`src/rtl/io_port_pkg.sv`:
```
// Shared constants and the seven-segment decode used by the I/O port bank.
package io_port_pkg;

  localparam int DEFAULT_DATA_W = 32;
  localparam logic [7:0] SEG_BLANK = 8'hFF;

  // Active-low gfedcba pattern for one hex digit.
  function automatic logic [6:0] hex7(input logic [3:0] nib);
    logic [6:0] seg;
    case (nib)
      4'h0: seg = 7'h40;
      4'h1: seg = 7'h79;
      4'h2: seg = 7'h24;
      4'h3: seg = 7'h30;
      4'h4: seg = 7'h19;
      4'h5: seg = 7'h12;
      4'h6: seg = 7'h02;
      4'h7: seg = 7'h78;
      4'h8: seg = 7'h00;
      4'h9: seg = 7'h10;
      4'hA: seg = 7'h08;
      4'hB: seg = 7'h03;
      4'hC: seg = 7'h46;
      4'hD: seg = 7'h21;
      4'hE: seg = 7'h06;
      default: seg = 7'h0E;
    endcase
    return seg;
  endfunction

endpackage

```
`src/rtl/io_in_fifo.sv`:
```
// First-word-fall-through input FIFO with a sticky underflow flag.
module io_in_fifo
  import io_port_pkg::*;
#(
  parameter int DATA_W   = DEFAULT_DATA_W,
  parameter int IN_DEPTH = 4
) (
  input  logic              clk,
  input  logic              clr,
  input  logic              ext_valid,
  input  logic [DATA_W-1:0] ext_data,
  output logic              ext_ready,
  input  logic              in_port_rd,
  output logic [DATA_W-1:0] bus_out,
  output logic              in_empty,
  output logic              in_full,
  output logic              rd_err
);

  localparam int AW = $clog2(IN_DEPTH);
  localparam logic [AW:0] FULL_CNT = (AW + 1)'(IN_DEPTH);

  logic [DATA_W-1:0] r_mem [IN_DEPTH];
  logic [AW-1:0]     r_wr_ptr;
  logic [AW-1:0]     r_rd_ptr;
  logic [AW:0]       r_count;
  logic              r_rd_err;

  logic w_push;
  logic w_pop;
  logic w_pop_err;

  // Handshake: a word transfers on any edge where ext_valid and ext_ready are
  // both high; ext_ready depends only on FIFO occupancy, never on ext_valid.
  assign w_push    = ext_valid & ~in_full;
  assign w_pop     = in_port_rd & ~in_empty;
  assign w_pop_err = in_port_rd & in_empty;

  assign in_empty  = (r_count == '0);
  assign in_full   = (r_count == FULL_CNT);
  assign ext_ready = ~in_full;
  assign bus_out   = in_empty ? '0 : r_mem[r_rd_ptr];
  assign rd_err    = r_rd_err;

  always_ff @(posedge clk) begin
    if (w_push) begin
      r_mem[r_wr_ptr] <= ext_data;
    end
  end

  always_ff @(posedge clk or negedge clr) begin
    if (!clr) begin
      r_wr_ptr <= '0;
      r_rd_ptr <= '0;
      r_count  <= '0;
      r_rd_err <= 1'b0;
    end else begin
      if (w_push) begin
        r_wr_ptr <= r_wr_ptr + 1'b1;
      end
      if (w_pop) begin
        r_rd_ptr <= r_rd_ptr + 1'b1;
      end
      case ({w_push, w_pop})
        2'b10:   r_count <= r_count + 1'b1;
        2'b01:   r_count <= r_count - 1'b1;
        default: r_count <= r_count;
      endcase
      if (w_pop_err) begin
        r_rd_err <= 1'b1;
      end
    end
  end

endmodule

```
`src/rtl/io_port_bank.sv`:
```
// CPU I/O port bank: FWFT input FIFO, bus-loaded output latch and a
// multiplexed active-low hex seven-segment display of the latch.
module io_port_bank
  import io_port_pkg::*;
#(
  parameter int DATA_W     = DEFAULT_DATA_W,
  parameter int IN_DEPTH   = 4,
  parameter int NUM_DIGITS = 2,
  parameter int SCAN_DIV   = 1024
) (
  input  logic                  clk,
  input  logic                  clr,
  input  logic [DATA_W-1:0]     bus_in,
  input  logic                  out_port_en,
  input  logic                  in_port_rd,
  input  logic                  ext_valid,
  input  logic [DATA_W-1:0]     ext_data,
  output logic                  ext_ready,
  output logic [DATA_W-1:0]     bus_out,
  output logic                  in_empty,
  output logic                  in_full,
  output logic                  rd_err,
  output logic [DATA_W-1:0]     out_port_q,
  output logic [7:0]            seg_n,
  output logic [NUM_DIGITS-1:0] digit_sel_n
);

  localparam int CNT_W = $clog2(SCAN_DIV);
  localparam int IDX_W = (NUM_DIGITS > 1) ? $clog2(NUM_DIGITS) : 1;
  localparam logic [CNT_W-1:0] SCAN_LAST  = CNT_W'(SCAN_DIV - 1);
  localparam logic [IDX_W-1:0] DIGIT_LAST = IDX_W'(NUM_DIGITS - 1);

  logic [DATA_W-1:0]     r_out_port_q;
  logic [CNT_W-1:0]      r_scan_cnt;
  logic [IDX_W-1:0]      r_digit_idx;
  logic [7:0]            r_seg_n;
  logic [NUM_DIGITS-1:0] r_digit_sel_n;

  logic                  w_scan_wrap;
  logic [3:0]            w_nibble;
  logic [NUM_DIGITS-1:0] w_digit_onehot;

  io_in_fifo #(
    .DATA_W   (DATA_W),
    .IN_DEPTH (IN_DEPTH)
  ) u_in_fifo (
    .clk        (clk),
    .clr        (clr),
    .ext_valid  (ext_valid),
    .ext_data   (ext_data),
    .ext_ready  (ext_ready),
    .in_port_rd (in_port_rd),
    .bus_out    (bus_out),
    .in_empty   (in_empty),
    .in_full    (in_full),
    .rd_err     (rd_err)
  );

  always_ff @(posedge clk or negedge clr) begin
    if (!clr) begin
      r_out_port_q <= '0;
    end else if (out_port_en) begin
      r_out_port_q <= bus_in;
    end
  end

  assign w_scan_wrap = (r_scan_cnt == SCAN_LAST);

  always_ff @(posedge clk or negedge clr) begin
    if (!clr) begin
      r_scan_cnt  <= '0;
      r_digit_idx <= '0;
    end else begin
      if (w_scan_wrap) begin
        r_scan_cnt  <= '0;
        r_digit_idx <= (r_digit_idx == DIGIT_LAST) ? '0 : r_digit_idx + 1'b1;
      end else begin
        r_scan_cnt <= r_scan_cnt + 1'b1;
      end
    end
  end

  // Nibble of the latch shown on the currently selected digit.
  always_comb begin
    w_nibble = 4'h0;
    for (int d = 0; d < NUM_DIGITS; d++) begin
      if (r_digit_idx == IDX_W'(d)) begin
        w_nibble = r_out_port_q[d*4 +: 4];
      end
    end
  end

  assign w_digit_onehot = NUM_DIGITS'(1) << r_digit_idx;

  // Segment and digit drives are registered together so they switch on the same edge.
  always_ff @(posedge clk or negedge clr) begin
    if (!clr) begin
      r_seg_n       <= SEG_BLANK;
      r_digit_sel_n <= '1;
    end else begin
      r_seg_n       <= {1'b1, hex7(w_nibble)};
      r_digit_sel_n <= ~w_digit_onehot;
    end
  end

  assign out_port_q  = r_out_port_q;
  assign seg_n       = r_seg_n;
  assign digit_sel_n = r_digit_sel_n;

endmodule

```
`config.mk`:
```
export PLATFORM = sky130hd
export DESIGN_NAME = io_port_bank
export DESIGN_NICKNAME = d
export VERILOG_FILES = /design/src/rtl/io_port_pkg.sv /design/src/rtl/io_in_fifo.sv /design/src/rtl/io_port_bank.sv
export SDC_FILE = /design/constraint.sdc
export NUM_CORES = 1
export LEC_CHECK = 0
export ABC_AREA = 1
export CAP_MARGIN = 15
export CORE_MARGIN = 2
export CORE_UTILIZATION = 56
export DETAILED_ROUTE_END_ITERATION = 10
export GPL_TIMING_DRIVEN = 1
export PLACE_DENSITY = 0.85
export SLEW_MARGIN = 20
export SYNTH_ARGS = -nofsm -noshare
export SYNTH_HDL_FRONTEND = slang
export SYNTH_SLANG_ARGS = --single-unit
```
`constraint.sdc`:
```
create_clock -name clk -period 5.3 [get_ports clk]
set_input_delay 0.53 -clock clk [delete_from_list [all_inputs] [get_ports clk]]
set_output_delay 0.53 -clock clk [all_outputs]
set_load 0.03 [all_outputs]
```
* After elaboration in Yosys (flattened, before gate mapping)
Memory sizes are Yosys's and may differ from the RTL's. A register that Yosys moved wholly into a read port is not among the register bits.
Index checks and enable logic that the tools add are counted.
** Word-level totals
- Register bits after elaboration :: 53
- Bits in read-only memories :: 112
- RAM bits :: 128
- Bits in latches :: 0
- Memories :: 2
** Memories
- u_in_fifo.r_mem :: words 4, width 32, rd ports 1, clocked after memory_dff 0, wr ports 1, line io_in_fifo.sv:23 : logic [DATA_W-1:0] r_mem [IN_DEPTH];
- (name not given) :: words 16, width 7, rd ports 1, clocked after memory_dff 1, wr ports 0, line io_port_pkg.sv:10 : case (nib)
** Cells by class
- Reduce and logical (&&, ||, !) cells :: 3
- Mux-type cells :: 7
- Shifts and indexed selects :: 1
- Bitwise gates (word level) :: 6
- Multipliers :: 0
- Equality and inequality tests :: 4
- $lt $le $gt $ge :: 0
- Add/sub/neg operators :: 6
- Div/mod/pow operators :: 0
** Operator list (number)
- $mux W32 :: 1
- $add A10 B1 Y10 const B :: 1
- $eq A10 B10 Y1 const B :: 1
- $mux W10 :: 1
- $pmux W3 S2 :: 1
- $add A2 B1 Y2 const B :: 2
- $mux W4 :: 1
- $add A3 B1 Y3 const B :: 1
- $and A1 B1 Y1 :: 3
- $eq A3 B3 Y1 const B :: 1
- $logic_not A3 Y1 :: 1
- $mux W1 :: 3
- $sub A3 B1 Y3 const B :: 1
- $eq A2 B1 Y1 const B :: 1
- $eq A2 B2 Y1 const B :: 1
- $not A1 Y1 :: 2
- $not A2 Y2 :: 1
- $reduce_bool A2 Y1 :: 1
- $shl A1 B1 Y2 const A :: 1
- $add A1 B1 Y1 const B :: 1
- $logic_not A1 Y1 :: 1

* Depth between registers and ports, before layout
- Depth in word-level cells :: 5
- Gate-level depth with buffers :: 11

* Modules after synthesis
From an unflattened synthesis, not the netlist that was laid out.
** Unflattened totals
- Cells, all modules :: 786
- Area total of the unflattened synthesis :: 8227.9 µm²
** Modules (own cells, without submodules)
- io_in_fifo :: area each 5930.7 µm², cells an instance 565, seq. area each 4043.9 µm², instances 1
- io_port_bank :: area each 2297.2 µm², cells an instance 221, seq. area each 1312.5 µm², instances 1

* Worst setup path after synthesis
No wires, ideal clock.
- Path type :: reg2reg
- From :: reg u_in_fifo.r_count[0]
- To :: mem u_in_fifo.r_mem[0][0] (netlist bit), enable pin
- Arrival :: 2.306 ns
- Clock period less this slack :: 2.727 ns
- Stages on the path, launching flop included :: 5
- Path slack :: 2.573 ns
- Cells stage by stage :: dfrtp_1 inv_1 nand3_1 nand2_2 nor2_1
** On the way
- Cells in the longest elaborated chain, start to end :: 5
** Ends and longest elaborated chain
- from (decl) :: line io_in_fifo.sv:26 : logic [AW:0] r_count;
- from (signal assigned) :: line io_in_fifo.sv:65 : 2'b10: r_count <= r_count + 1'b1;
- from (signal assigned) :: line io_in_fifo.sv:66 : 2'b01: r_count <= r_count - 1'b1;
- from (signal assigned) :: line io_in_fifo.sv:67 : default: r_count <= r_count;
- $eq A3 B3 Y1 :: line io_in_fifo.sv:40 : assign in_full = (r_count == FULL_CNT);
- $not A1 Y1
- via ext_ready :: line io_port_bank.sv:18 : output logic ext_ready,
- $and A1 B1 Y1 :: line io_in_fifo.sv:35 : assign w_push = ext_valid & ~in_full;
- $mux W1 :: line io_in_fifo.sv:46 : if (w_push) begin
- $mux W1 (not written as such) :: line io_in_fifo.sv:47 : r_mem[r_wr_ptr] <= ext_data;
- to (decl) :: line io_in_fifo.sv:23
The timed path passes the listed nets, and every way through them passes these cells.

* Worst setup path in the final report
- From :: reg u_in_fifo.r_count[0]
- To :: out bus_out[14]
** On the way
- Cells in the longest elaborated chain, start to end :: 2
** Ends and longest elaborated chain
- $logic_not A3 Y1 :: line io_in_fifo.sv:39 : assign in_empty = (r_count == '0);
- $mux W32 :: line io_in_fifo.sv:42 : assign bus_out = in_empty ? '0 : r_mem[r_rd_ptr];
- to (decl) :: line io_port_bank.sv:19 : output logic [DATA_W-1:0] bus_out,
No other way between the ends.

==> summary.md <==
| Metric | Value |
|---|---|
| Ys Warns | `0` |
| CTS hold repair buffers | `0` |
| Cells after Synth | `roughly 650` |
| Final Hold Viols | `0` |
| CP Data Required Time | `approximately 4.8 ns` |
| Unique masters post-synth | `27` |
| Power Density | `roughly 550 mW/mm²` |
| Core Util, Final | `0.7370` |
| Worst path arrival time | `between 3 and 4 ns` |
| VDD IR max | `0.0004250 V` |
| Root cell of the clock tree | `clkbuf_16` |
| Final period util | `0.6790` |
| Post-route design area | `0.009798 mm²` |
| Final worst clock skew | `slightly above 0.005 ns` |
| Initial antenna violation count | `0` |
| Worst min-delay path category | `in2async` |
| N_diodes | `0` |
| Crit path time final | `between 3 and 4 ns` |
| Met1 capacity usage during global routing | `0.2751` |
| Drt total wl | `~17000 µm` |
| Die Span Y | `between 100 and 150 µm` |
| Syn_nets | `about 730` |
| Async S/R FF share, synth | `0.3191` |
| GRT Max-Usage Layer | `met2` |
| Top-area cell type share of the netlist area | `0.5010` |
| Yosys top cell by area | `edfxtp_1` |
| Fmax | `around 0.28 GHz` |
| Input/output buffers | `between 100 and 150` |
| GPL Wtd Cong | `~0.86` |
| Reg power frac | `0.360` |
| Setup TNS | `0 ns` |
| Final antenna-violating net count | `0` |
| Yosys reg bits | `~190` |
| Placed inst area | `about 0.009 mm²` |
| Row count | `42` |
| Vias in the first global route | `roughly 5400` |
| Pin count of the biggest net entering global routing | `67` |
| H-tree levels | `4` |
| Max Cap Viol | `0` |
| CTS tree | `done` |
| Top-count cell post-synth | `nor2_1` |
| Sink Count | `188` |
| Area of the mapped netlist | `around 0.0077 mm²` |
| Drt initial violations | `394` |
| Overflow after GRT | `0` |
| DR vias/cell | `between 5 and 6` |
| Clock Power Share | `0.229` |
| Number of synthesized flops with an enable pin | `about 130` |
| Met2 GRT Util | `0.4098` |
| Leak pwr | `between 3 and 4 nW` |
| DPL Wire Length | `between 10000 and 15000 µm` |
| Setup-failing EPs final | `0` |
| Seq/Total Area, Yosys | `0.6981` |
| Global-route wire length before repair | `between 20000 and 30000 µm` |
| Synthesis-to-finish area growth | `27.71%` |
| Run status | `complete, no violations` |
| Avg Cell Area, Syn | `11.82 µm²` |
| Comb pwr share | `0.411` |
| Share of cells above drive strength 1 | `0.09750` |
| Boundary Pins | `approximately 150` |
| Internal power | `0.003336 W` |
| Starting density of the core | `0.5771` |
| Max-slew violations | `0` |
| Worst Setup End Kind | `output port` |
| Synth area leaders | `edfxtp_1 50%, dfrtp_1 17%, nor2_1 7.3%, mux2_2 3.7%, nand2_1 3.5%` |
| Vias | `5300` |
| Die Span X | `121.1 µm` |
| Critical Path Fanout Max | `34` |
| Slew @ Worst Pin | `1.054 ns` |
| Routed len/inst | `roughly 17 µm` |
| Final net count | `approximately 870` |
| Core area | `roughly 0.013 mm²` |
| Post-CTS Setup Bufs | `0` |
| Gr usage total | `0.2390` |
| Met3 GRT Util | `0.08224` |
| Die ar. | `0.01465 mm²` |
| Top cells by count, synth | `150 x nor2_1, 128 x edfxtp_1, 71 x nand2_1` |
| Post_cts resized | `0` |
| Reg clk slew, reported paths | `roughly 0.060 ns` |
| Pre-antenna DRT Iters | `5` |
| Clock latency on the worst-skew pair | `0.42 ns` |
| Hold WS | `about 0.25 ns` |
| Clock buffer depth | `2` |
| CP Launch Type | `flop` |
| CTS buffer count | `17` |
| P_sw | `0.002040 W` |
| Sw Ratio | `0.3795` |
| Worst slew margin | `0.2954` |
| Crit path kind | `reg2out` |
| Unrepaired setup endpoints after global routing | `no` |
| Ys flop type | `edfxtp_1` |
| Remaining DRCs | `0` |
[final cells by class]
type	instances	area, µm²
clock buffers	20	436.7
clock inverters	12	138.9
fillers	857	3497
inverters	37	138.9
multi-input cells	394	2029
flip-flops and latches	188	5358
well taps	176	220.2
repair buffers	149	1476
[worst max-delay path, stage by stage (launching register included)]
cell,delay [ns]
dfrtp_1,0.36
inv_1,0.09
nand3_1,0.13
clkinv_1,0.82
a21oi_1,0.49
clkdlybuf4s50_1,0.76
[per-layer routing]
| metal | vias up | part of all wire |
|---|---|---|
| li1 | 2469 | - |
| met1 | 2578 | 0.38 |
| met2 | 225 | 0.51 |
| met3 | 28 | 0.087 |
| met4 | 0 | 0.018 |
| met5 | - | 0 |
[per-stage QoR]
stage / total power [W] / instances / worst slack (ns)
global placement: 0.004093 / 944 / 2.347
global route: 0.005636 / 976 / 1.511
CTS: 0.005410 / 976 / 1.655
detailed placement: 0.004169 / 944 / 2.144
finish: 0.005376 / 976 / 1.702
floorplan: 0.003353 / 649 / 2.573
[power by group through the flow]
stage	logic [W]	clock network [W]	registers, W
2_1_floorplan	0.00133	0	0.00202
3_3_place_gp	0.00215	0	0.00195
3_5_place_dp	0.00221	0	0.00196
4_1_cts	0.00222	0.00125	0.00193
5_1_grt	0.00238	0.00130	0.00196
6_report	0.00221	0.00123	0.00194
[worst paths after layout]
path | start | cells after the start | to | slack (ns)
max | u_in_fifo.r_count[0] | 5 | bus_out[14] | 1.70
min in group clk | u_in_fifo.rd_err | 1 | u_in_fifo.rd_err | 0.45
min reg2reg | u_in_fifo.rd_err | 1 | u_in_fifo.rd_err | 0.45
max in group asynchronous | clr | 2 | u_in_fifo.r_rd_ptr[0] | 4.51
min | clr | 2 | out_port_q[17] | 0.25
max reg2reg | u_in_fifo.r_count[0] | 10 | u_in_fifo.r_count[2] | 3.15
[cell usage in the layout, fill, tap and decap left out, types with 12 or more instances in the layout]
cell | synthesis | routed
a21oi_1 | 34 | 34
mux2_2 | 25 | 25
dfrtp_1 | 51 | 50
inv_1 | 35 | 34
nor2_1 | 150 | 146
nand2_1 | 71 | 71
edfxtp_1 | 128 | 128
clkbuf_16 | 0 | 17
clkdlybuf4s50_1 | 0 | 144
o21ai_0 | 47 | 47
ha_1 | 12 | 12
o21ai_1 | 29 | 29
[flip-flops by register name (all words and copies together), names as in the netlist]
register	cells
u_in_fifo.rd_err	1
u_in_fifo.r_wr_ptr	2
seg_n	7
r_digit_idx	1
r_scan_cnt	10
u_in_fifo.r_count	3
u_in_fifo.r_mem	128
out_port_q	32
digit_sel_n	2
u_in_fifo.r_rd_ptr	2
[logic make-up after synthesis]
group	count (synthesis)	synth area share
and+or+nand+nor	234	0.1171
DFF	188	0.6981
AOI/OAI and AO/OA	113	0.07502
buffers and inverters	67	0.04126
muxes	25	0.03669
adders and majority gates	13	0.02218
xor gates and xnor gates	8	0.009133
other	1	0.0004888
No activity file was read; power rests on OpenSTA's default activity.
